File: config.mk
export PLATFORM = sky130hd
export DESIGN_NAME = seg_scan_display
export DESIGN_NICKNAME = d
export VERILOG_FILES = /design/src/rtl/seg_scan_display.sv
export SDC_FILE = /design/constraint.sdc
export NUM_CORES = 1
export LEC_CHECK = 0
export ABC_AREA = 0
export BUFFER_PORTS_ARGS = -buffer_cell sky130_fd_sc_hd__buf_2
export CORE_MARGIN = 2
export CORE_UTILIZATION = 40
export CTS_CLUSTER_SIZE = 25
export DETAILED_ROUTE_END_ITERATION = 12
export PLACE_DENSITY = 0.69
export SYNTH_ARGS = -nofsm -noshare
export SYNTH_HDL_FRONTEND = slang
export SYNTH_SLANG_ARGS = --single-unit
File: constraint.sdc
create_clock -name clk -period 2.8 [get_ports clk]
set_input_delay 0.56 -clock clk [delete_from_list [all_inputs] [get_ports clk]]
set_output_delay 0.56 -clock clk [all_outputs]
set_load 0.005 [all_outputs]
File: src/rtl/seg_scan_display.sv
// seg_scan_display: multiplexed seven-segment scanner.
//
// Scans DIGITS digits, one SCAN_DIV-cycle slot each, over a shared segment bus.
// Display data is snapshotted once per frame, so a digit never changes mid-frame.
// Brightness is a PWM on-window inside each slot; blinking is frame-count based.
//
// Ports:
//   clk, rst_n    clock, asynchronous active-low reset
//   digit_data    packed hex nibbles, digit k = [4k+3:4k]
//   dp            decimal point per digit
//   blank_mask    1 = digit dark
//   blink_mask    1 = digit blinks while blink_en is set
//   blink_en      global blink enable
//   bright        brightness 0..7, sampled live (not snapshotted)
//   chs           one-hot digit select, polarity per CHS_ACTIVE_LOW
//   oout          {dp, g..a}, polarity per SEG_ACTIVE_LOW
//   frame_tick    one-cycle pulse after each frame boundary
module seg_scan_display #(
    parameter int unsigned DIGITS         = 8,
    parameter int unsigned SCAN_DIV       = 50000,
    parameter int unsigned BLINK_FRAMES   = 64,
    parameter bit          CHS_ACTIVE_LOW = 1'b1,
    parameter bit          SEG_ACTIVE_LOW = 1'b1
) (
    input  logic                  clk,
    input  logic                  rst_n,
    input  logic [4*DIGITS-1:0]   digit_data,
    input  logic [DIGITS-1:0]     dp,
    input  logic [DIGITS-1:0]     blank_mask,
    input  logic [DIGITS-1:0]     blink_mask,
    input  logic                  blink_en,
    input  logic [2:0]            bright,
    output logic [DIGITS-1:0]     chs,
    output logic [7:0]            oout,
    output logic                  frame_tick
);

    localparam int unsigned PRE_W = (SCAN_DIV > 1) ? $clog2(SCAN_DIV) : 1;
    localparam int unsigned IDX_W = (DIGITS > 1) ? $clog2(DIGITS) : 1;
    localparam int unsigned FC_W  = (BLINK_FRAMES > 1) ? $clog2(BLINK_FRAMES) : 1;
    // Must hold 8*SCAN_DIV even when SCAN_DIV is a power of two.
    localparam int unsigned ON_W  = PRE_W + 4;

    localparam logic [PRE_W-1:0]  PRE_LAST = PRE_W'(SCAN_DIV - 1);
    localparam logic [IDX_W-1:0]  IDX_LAST = IDX_W'(DIGITS - 1);
    localparam logic [FC_W-1:0]   FC_LAST  = FC_W'(BLINK_FRAMES - 1);
    localparam logic [DIGITS-1:0] CHS_OFF  = {DIGITS{CHS_ACTIVE_LOW}};
    localparam logic [7:0]        SEG_OFF  = {8{SEG_ACTIVE_LOW}};

    logic [PRE_W-1:0]    r_pre;
    logic [IDX_W-1:0]    r_idx;
    logic [FC_W-1:0]     r_frame_cnt;
    logic                r_phase;
    logic [4*DIGITS-1:0] r_snap_data;
    logic [DIGITS-1:0]   r_snap_dp;
    logic [DIGITS-1:0]   r_snap_blank;
    logic [DIGITS-1:0]   r_snap_blink;
    logic                r_snap_blink_en;
    logic [DIGITS-1:0]   r_chs;
    logic [7:0]          r_oout;
    logic                r_frame_tick;

    logic                w_pre_last;
    logic                w_frame_end;
    logic [ON_W-1:0]     w_on_len;
    logic                w_in_window;
    logic [3:0]          w_nib;
    logic                w_dp_sel;
    logic                w_blank_sel;
    logic                w_blink_sel;
    logic [DIGITS-1:0]   w_onehot;
    logic [6:0]          w_seg;
    logic                w_lit;
    logic [DIGITS-1:0]   w_chs_next;
    logic [7:0]          w_oout_next;

    assign w_pre_last  = (r_pre == PRE_LAST);
    assign w_frame_end = w_pre_last && (r_idx == IDX_LAST);

    assign w_on_len    = ((ON_W'(bright) + ON_W'(1)) * ON_W'(SCAN_DIV)) >> 3;
    assign w_in_window = (ON_W'(r_pre) < w_on_len);

    // Select the snapshot fields of the digit in the current slot.
    always_comb begin
        w_nib       = 4'h0;
        w_dp_sel    = 1'b0;
        w_blank_sel = 1'b0;
        w_blink_sel = 1'b0;
        w_onehot    = '0;
        for (int k = 0; k < DIGITS; k++) begin
            if (r_idx == IDX_W'(k)) begin
                w_nib       = r_snap_data[4*k +: 4];
                w_dp_sel    = r_snap_dp[k];
                w_blank_sel = r_snap_blank[k];
                w_blink_sel = r_snap_blink[k];
                w_onehot[k] = 1'b1;
            end
        end
    end

    // Hex decode, active-high segments g..a.
    always_comb begin
        w_seg = 7'h00;
        case (w_nib)
            4'h0: w_seg = 7'h3F;
            4'h1: w_seg = 7'h06;
            4'h2: w_seg = 7'h5B;
            4'h3: w_seg = 7'h4F;
            4'h4: w_seg = 7'h66;
            4'h5: w_seg = 7'h6D;
            4'h6: w_seg = 7'h7D;
            4'h7: w_seg = 7'h07;
            4'h8: w_seg = 7'h7F;
            4'h9: w_seg = 7'h6F;
            4'hA: w_seg = 7'h77;
            4'hB: w_seg = 7'h7C;
            4'hC: w_seg = 7'h39;
            4'hD: w_seg = 7'h5E;
            4'hE: w_seg = 7'h79;
            default: w_seg = 7'h71;
        endcase
    end

    // Dark slots drive neither select nor segments, so nothing can ghost.
    assign w_lit = !w_blank_sel && !(r_snap_blink_en && w_blink_sel && r_phase) && w_in_window;
    assign w_chs_next  = (w_lit ? w_onehot : '0) ^ CHS_OFF;
    assign w_oout_next = (w_lit ? {w_dp_sel, w_seg} : 8'h00) ^ SEG_OFF;

    always_ff @(posedge clk or negedge rst_n) begin
        if (!rst_n) begin
            r_pre           <= '0;
            r_idx           <= '0;
            r_frame_cnt     <= '0;
            r_phase         <= 1'b0;
            r_snap_data     <= '0;
            r_snap_dp       <= '0;
            r_snap_blank    <= '1;
            r_snap_blink    <= '0;
            r_snap_blink_en <= 1'b0;
            r_chs           <= CHS_OFF;
            r_oout          <= SEG_OFF;
            r_frame_tick    <= 1'b0;
        end else begin
            r_pre        <= w_pre_last ? '0 : r_pre + PRE_W'(1);
            r_chs        <= w_chs_next;
            r_oout       <= w_oout_next;
            r_frame_tick <= w_frame_end;
            if (w_pre_last) begin
                r_idx <= (r_idx == IDX_LAST) ? '0 : r_idx + IDX_W'(1);
            end
            if (w_frame_end) begin
                r_snap_data     <= digit_data;
                r_snap_dp       <= dp;
                r_snap_blank    <= blank_mask;
                r_snap_blink    <= blink_mask;
                r_snap_blink_en <= blink_en;
                if (r_frame_cnt == FC_LAST) begin
                    r_frame_cnt <= '0;
                    r_phase     <= ~r_phase;
                end else begin
                    r_frame_cnt <= r_frame_cnt + FC_W'(1);
                end
            end
        end
    end

    assign chs        = r_chs;
    assign oout       = r_oout;
    assign frame_tick = r_frame_tick;

endmodule
# == Yosys cells after proc, flatten, opt, wreduce, memory -nomap -nowiden ==
# Memory sizes are Yosys's and may differ from the RTL's.
# Cells that the tools add are included.
# word_totals
register_bits,100
rom_bits,112
input_bits,62
out_inout_bits,17
elab_cells,85
n_memories,1
# op_classes
n_addsub,4
multipliers,1
n_lt_le_gt_ge,1
n_eq_ne,9
mux,45
bitwise,3
reduce_logical,9
# mem_list
memory,depth,width,read_ports,rd_ports_with_merged_regs,wr,line_no,source
(name not given),16,7,1,0,0,104,case (w_nib)
# op_table
op,n
$mux W1,32
$mux W4,8
$lt A16 B17 Y1,1
$add A16 B1 Y16 const B,1
$eq A16 B16 Y1 const B,1
$mul A4 B12 Y16 const B,1
$mux W16,1
$mux W8,2
$not A8 Y8,2
$eq A3 B3 Y1 const B,4
$add A6 B1 Y6 const B,1
$eq A3 B2 Y1 const B,2
$eq A6 B6 Y1 const B,1
$mux W6,1
$logic_and A1 B1 Y1,5
$add A3 B1 Y4 const B,1
$add A3 B1 Y3 const B,1
$eq A3 B1 Y1 const B,1
$logic_not A3 Y1,1
$mux W3,1
$logic_not A1 Y1,2
$reduce_and A2 Y1,1
$not A1 Y1,1

# == Logic depth before layout (Yosys ltp) ==
# logic_depth
ltp_word,16
depth_mapped,20
mapped_depth_nobuf,18

# == Least setup slack after synthesis ==
# OpenSTA, ideal clock, no wires.
# synth_path
path_type,input to register
startpoint,in bright[0]
endpoint,reg r_chs[5] (netlist: chs[5])
setup_time_ps,97
arrival_time_ps,3862
path_slack_ps,-1159
cell_stages,19
n_path_buf,2
cell_sequence,inv_1 ha_1 ha_1 ha_1 ha_1 a21oi_1 o21ai_0 a21o_1 a21oi_1 xnor2_1 ha_1 a211o_1 o2111ai_1 a31oi_1 o211ai_1 and3_1 buf_6 buf_12 nand3_1
# synth_via
elab_chain_len,6
# synth_rtl
element,line_no,source
from (decl),32,"input logic [2:0] bright,"
$add A3 B1 Y4,80,assign w_on_len = ((ON_W'(bright) + ON_W'(1)) * ON_W'(SCAN_DIV)) >> 3;
$mul A4 B12 Y16,80,
$lt A16 B17 Y1,81,assign w_in_window = (ON_W'(r_pre) < w_on_len);
$logic_and A1 B1 Y1,125,assign w_lit = !w_blank_sel && !(r_snap_blink_en && w_blink_sel && r_phase) && w_in_window;
$mux W8,126,assign w_chs_next = (w_lit ? w_onehot : '0) ^ CHS_OFF;
$not A8 Y8 (no line),-,
net w_chs_next[5],74,logic [DIGITS-1:0] w_chs_next;
to (signal assigned),145,r_chs <= w_chs_next;
to (decl),59,logic [DIGITS-1:0] r_chs;
# The timed path passes the listed nets, and every way through them passes these cells.
# A chain may end at the register's enable or synchronous reset.

# == Worst setup path in the final report ==
# layout_path
startpoint,in bright[0]
endpoint,reg r_oout[0] (netlist: oout[0])
# layout_via
elab_chain_len,6
# layout_rtl
element,line_no,source
$add A3 B1 Y4,80,
$mul A4 B12 Y16,80,
$lt A16 B17 Y1,81,
$logic_and A1 B1 Y1,125,
$mux W8,127,"assign w_oout_next = (w_lit ? {w_dp_sel, w_seg} : 8'h00) ^ SEG_OFF;"
$not A8 Y8 (no line),-,
net w_oout_next[0],75,logic [7:0] w_oout_next;
to (signal assigned),146,r_oout <= w_oout_next;
to (decl),60,logic [7:0] r_oout;
# The timed path passes the listed nets, and every way through them passes these cells.

==> impl_results.md <==
- Yosys Warn Count: 0
- Post-route cell area: 0.006835 sq mm
- Async SR Flop Fraction: 1.000
- Placed cell count: 886
- Max-Slew Margin vs Limit: 0.6473
- Final setup viols: 16
- First-pass iteration count of the detailed router: 5
- Pwr Total: 0.003058 W
- Post-synthesis instance area: 0.005445 sq mm
- Worst Path Arrival: 3.72 ns
- Area occupied by multi-input gates: 0.002893 sq mm
- Layout area overhead: 25.53%
- FF-to-FF setup slack: 0 ns
- Filler cell count: 1,219
- Failing checks: negative setup slack
- H-Tree Level Count: 3
- Antenna violations before repair: 0
- Hpwl dp: 9528 um
- Clk_lat worst skew: 0.35 ns
- # DRC: 0
- Cell variety after synth: 53
- Most used cell, CP: ha_4
- Final setup skew: 0.007079 ns
- Post-synthesis sequential area ratio: 0.4651
- Pint: 0.002348 W
- Num CTS Buffers: 9
- Clock-pin slew on the worst setup and hold paths: 0.06 ns
- I/O pin cnt: 79
- Critical Path Source: bright[0]
- Synthesized area per cell: 8.840 sq um
- Vias in the first global route: 4,662
- Post-synth EDFFs: 0
- Die area: 0.01456 sq mm
- Psw: 0.0007104 W
- Sequential power share: 0.473
- First-pass GRT wire length: 22,380 um
- Most common cell after layout, fill and taps aside: nand2_1
- MaxCap Viol Count: 0
- Final period util: 1.238
- Worst min path class: primary input to asynchronous set/reset pin
- Initial DRC count: 385
- Main synth FF type: dfrtp_1
- Slew @ Worst Pin: 0.5290 ns
- WL final: 13,130 um
- RR Startpoint: r_idx[1]
- Max incr delay on CP: 0.29 ns
- Final Critical Period: 3.466 ns
- Critical path class: primary input to register
- CTS sink count: 100
- Die Y: 120.7 um
- TritonCTS clock tree: done
- WL/cell: 14.49 um
- Setup TNS: -10.21 ns
- Setup ws final: -0.6657 ns
- Synth Instances: 616
- Port Buffer Count: 78
- Share of post-route cells with drive strength above 1: 0.2836
- Power Dens Cells: 447.4 mW/mm^2
- Routed Antenna Nets: 0
- Core area: 0.01324 sq mm
- Power share of the combinational group: 0.126
- Fin cells: 906
- Rows: 42
- Ant. Diodes: 0
- Die W: 120.7 um
- CP max-delay cell: ha_4
- Fmax: 0.2885 GHz
- Final Hold Viols: 0
- Worst Path Max Fanout: 7
- Place WS: -1.368 ns
- CTS root buf: clkbuf_16
- Nets: 829
- GRT Total Usage: 0.1930
- Largest net degree at the start of global routing: 101
- RSZ-0062 raised after global routing: true
- R2R depth: 11
- Outcome: finished, violations left
- Syn Nets: 720
- Most frequent cells in the layout: 198 x nand2_1, 76 x dfrtp_1, 75 x buf_2
- Placer congestion estimate: 0.8287
- Static Leakage: 3.175 nW
- Clock Power Share: 0.401
- CP Capture Type: register
- Post-DP Area: 0.006315 sq mm
- Peak supply drop: 0.3078 mV
- Final Max Slew Viols: 0
- Starting density of the core: 0.4112
- Vias per std cell: 5.143
- WP data required: 3.06 ns
- Reg2reg end: oout[3]
- Vias: 4,660
- Worst setup SP type: primary input
- Clock tree buffer depth: 2
- FF+latch count, synth: 100
- Sequential cell area: 0.002532 sq mm
- Grt ovf: 0
- Critical-path cell list: buf_12, clkinvlp_4, ha_4, ha_4, ha_4, ha_4, a21oi_4, o21ai_2, a21o_1, a21oi_2, xnor2_1, ha_1, a211o_1, o2111ai_2, a31oi_1, o211ai_1, and3_4, buf_6, o311ai_1
- Switching portion of total power: 0.2323
-- sequential cells by signal, summed over array words and instances (netlist names) --
| register | cells |
|---|---|
| frame_tick | 1 |
| r_idx | 3 |
| r_snap_dp | 8 |
| r_snap_blink_en | 1 |
| r_snap_blank | 8 |
| r_snap_data | 32 |
| r_phase | 1 |
| r_snap_blink | 8 |
| chs | 8 |
| oout | 8 |
| r_pre | 16 |
| r_frame_cnt | 6 |
-- critical path, delay by kind of cell --
family	cells	cell delay, ns
buffers and inverters	3	0.31
and+or+nand+nor	1	0.24
AOI/OAI and AO/OA	9	1.20
xor gates and xnor gates	1	0.15
adders and majority gates	5	1.25
-- power groups by stage --
stage,clock (W),combinational (W),sequential [W]
2_1_floorplan,0,0.000159,0.00147
3_3_place_gp,0,0.000308,0.00147
3_5_place_dp,0,0.000328,0.00147
4_1_cts,0.00125,0.000363,0.00145
5_1_grt,0.00132,0.000428,0.00144
6_report,0.00123,0.000386,0.00145
-- through the flow --
stage	util	hold WS, ns
finish	0.5162	0.2452
global route	0.5162	0.3136
CTS	0.5127	0.2865
detailed placement	0.4769	0.4545
global placement	0.4769	0.4459
floorplan	-	0.2644
-- timing repair --
item	4_1_cts	5_1_grt
pin swaps	18	8
hold buffers	0	0
gates resized for setup	35	6
cloned	1	0
setup endpoints to repair	16	16
setup buffers	2	1
-- final cells by class --
class                   instances  share of cell area
clock buffers                  13             0.04119
well taps                     176             0.03222
multi-input cells             462              0.4232
repair buffers                126              0.1157
flip-flops and latches        100              0.3705
inverters                      26             0.01483
clock inverters                 3            0.002380
-- logic make-up (layout without fill, tap and decap cells) --
group | Yosys count | in the layout | share of synthesized area
AOI/OAI and AO/OA | 100 | 100 | 0.1131
xor gates and xnor gates | 32 | 32 | 0.05285
adders and majority gates | 42 | 42 | 0.09651
buffers and inverters | 54 | 168 | 0.04503
DFF | 100 | 100 | 0.4651
muxes | 3 | 3 | 0.005974
and+or+nand+nor | 285 | 285 | 0.2215
-- worst max-delay path by stage --
| stage | to | cells after the start |
|---|---|---|
| final | oout[0] | 19 |
| after global routing | oout[0] | 20 |
| after CTS | oout[0] | 19 |
| after detailed placement | oout[0] | 19 |
| after global placement | oout[0] | 19 |
| after floorplan | chs[5] | 19 |
-- metal layers --
metal	vias up	share of wire	track usage
met5	-	0	0
met4	0	0.026	0.07195
met3	23	0.045	0.04198
met2	121	0.48	0.3213
met1	2240	0.44	0.2465
li1	2276	-	-
-- cell usage after synthesis, drive strengths merged (3+ instances only) --
library cell / number / share of area
inv: 25 / 0.017
dfrtp: 76 / 0.35
nor2: 30 / 0.022
a22oi: 3 / 0.0041
xor2: 10 / 0.016
o21ai: 25 / 0.023
a21oi: 29 / 0.027
clkbuf: 15 / 0.010
nand3: 19 / 0.017
nor2b: 4 / 0.0046
o22ai: 4 / 0.0046
and3: 7 / 0.0083
a221oi: 5 / 0.0092
nand2b: 4 / 0.0046
a31oi: 13 / 0.015
o211ai: 4 / 0.0055
dfstp: 24 / 0.12
nand4: 6 / 0.0069
a211oi: 4 / 0.0055
nand3b: 4 / 0.0055
nand2: 201 / 0.14
ha: 42 / 0.097
a21o: 4 / 0.0055
xnor2: 22 / 0.037
buf: 13 / 0.017
Power figures use the tool's default switching activity.
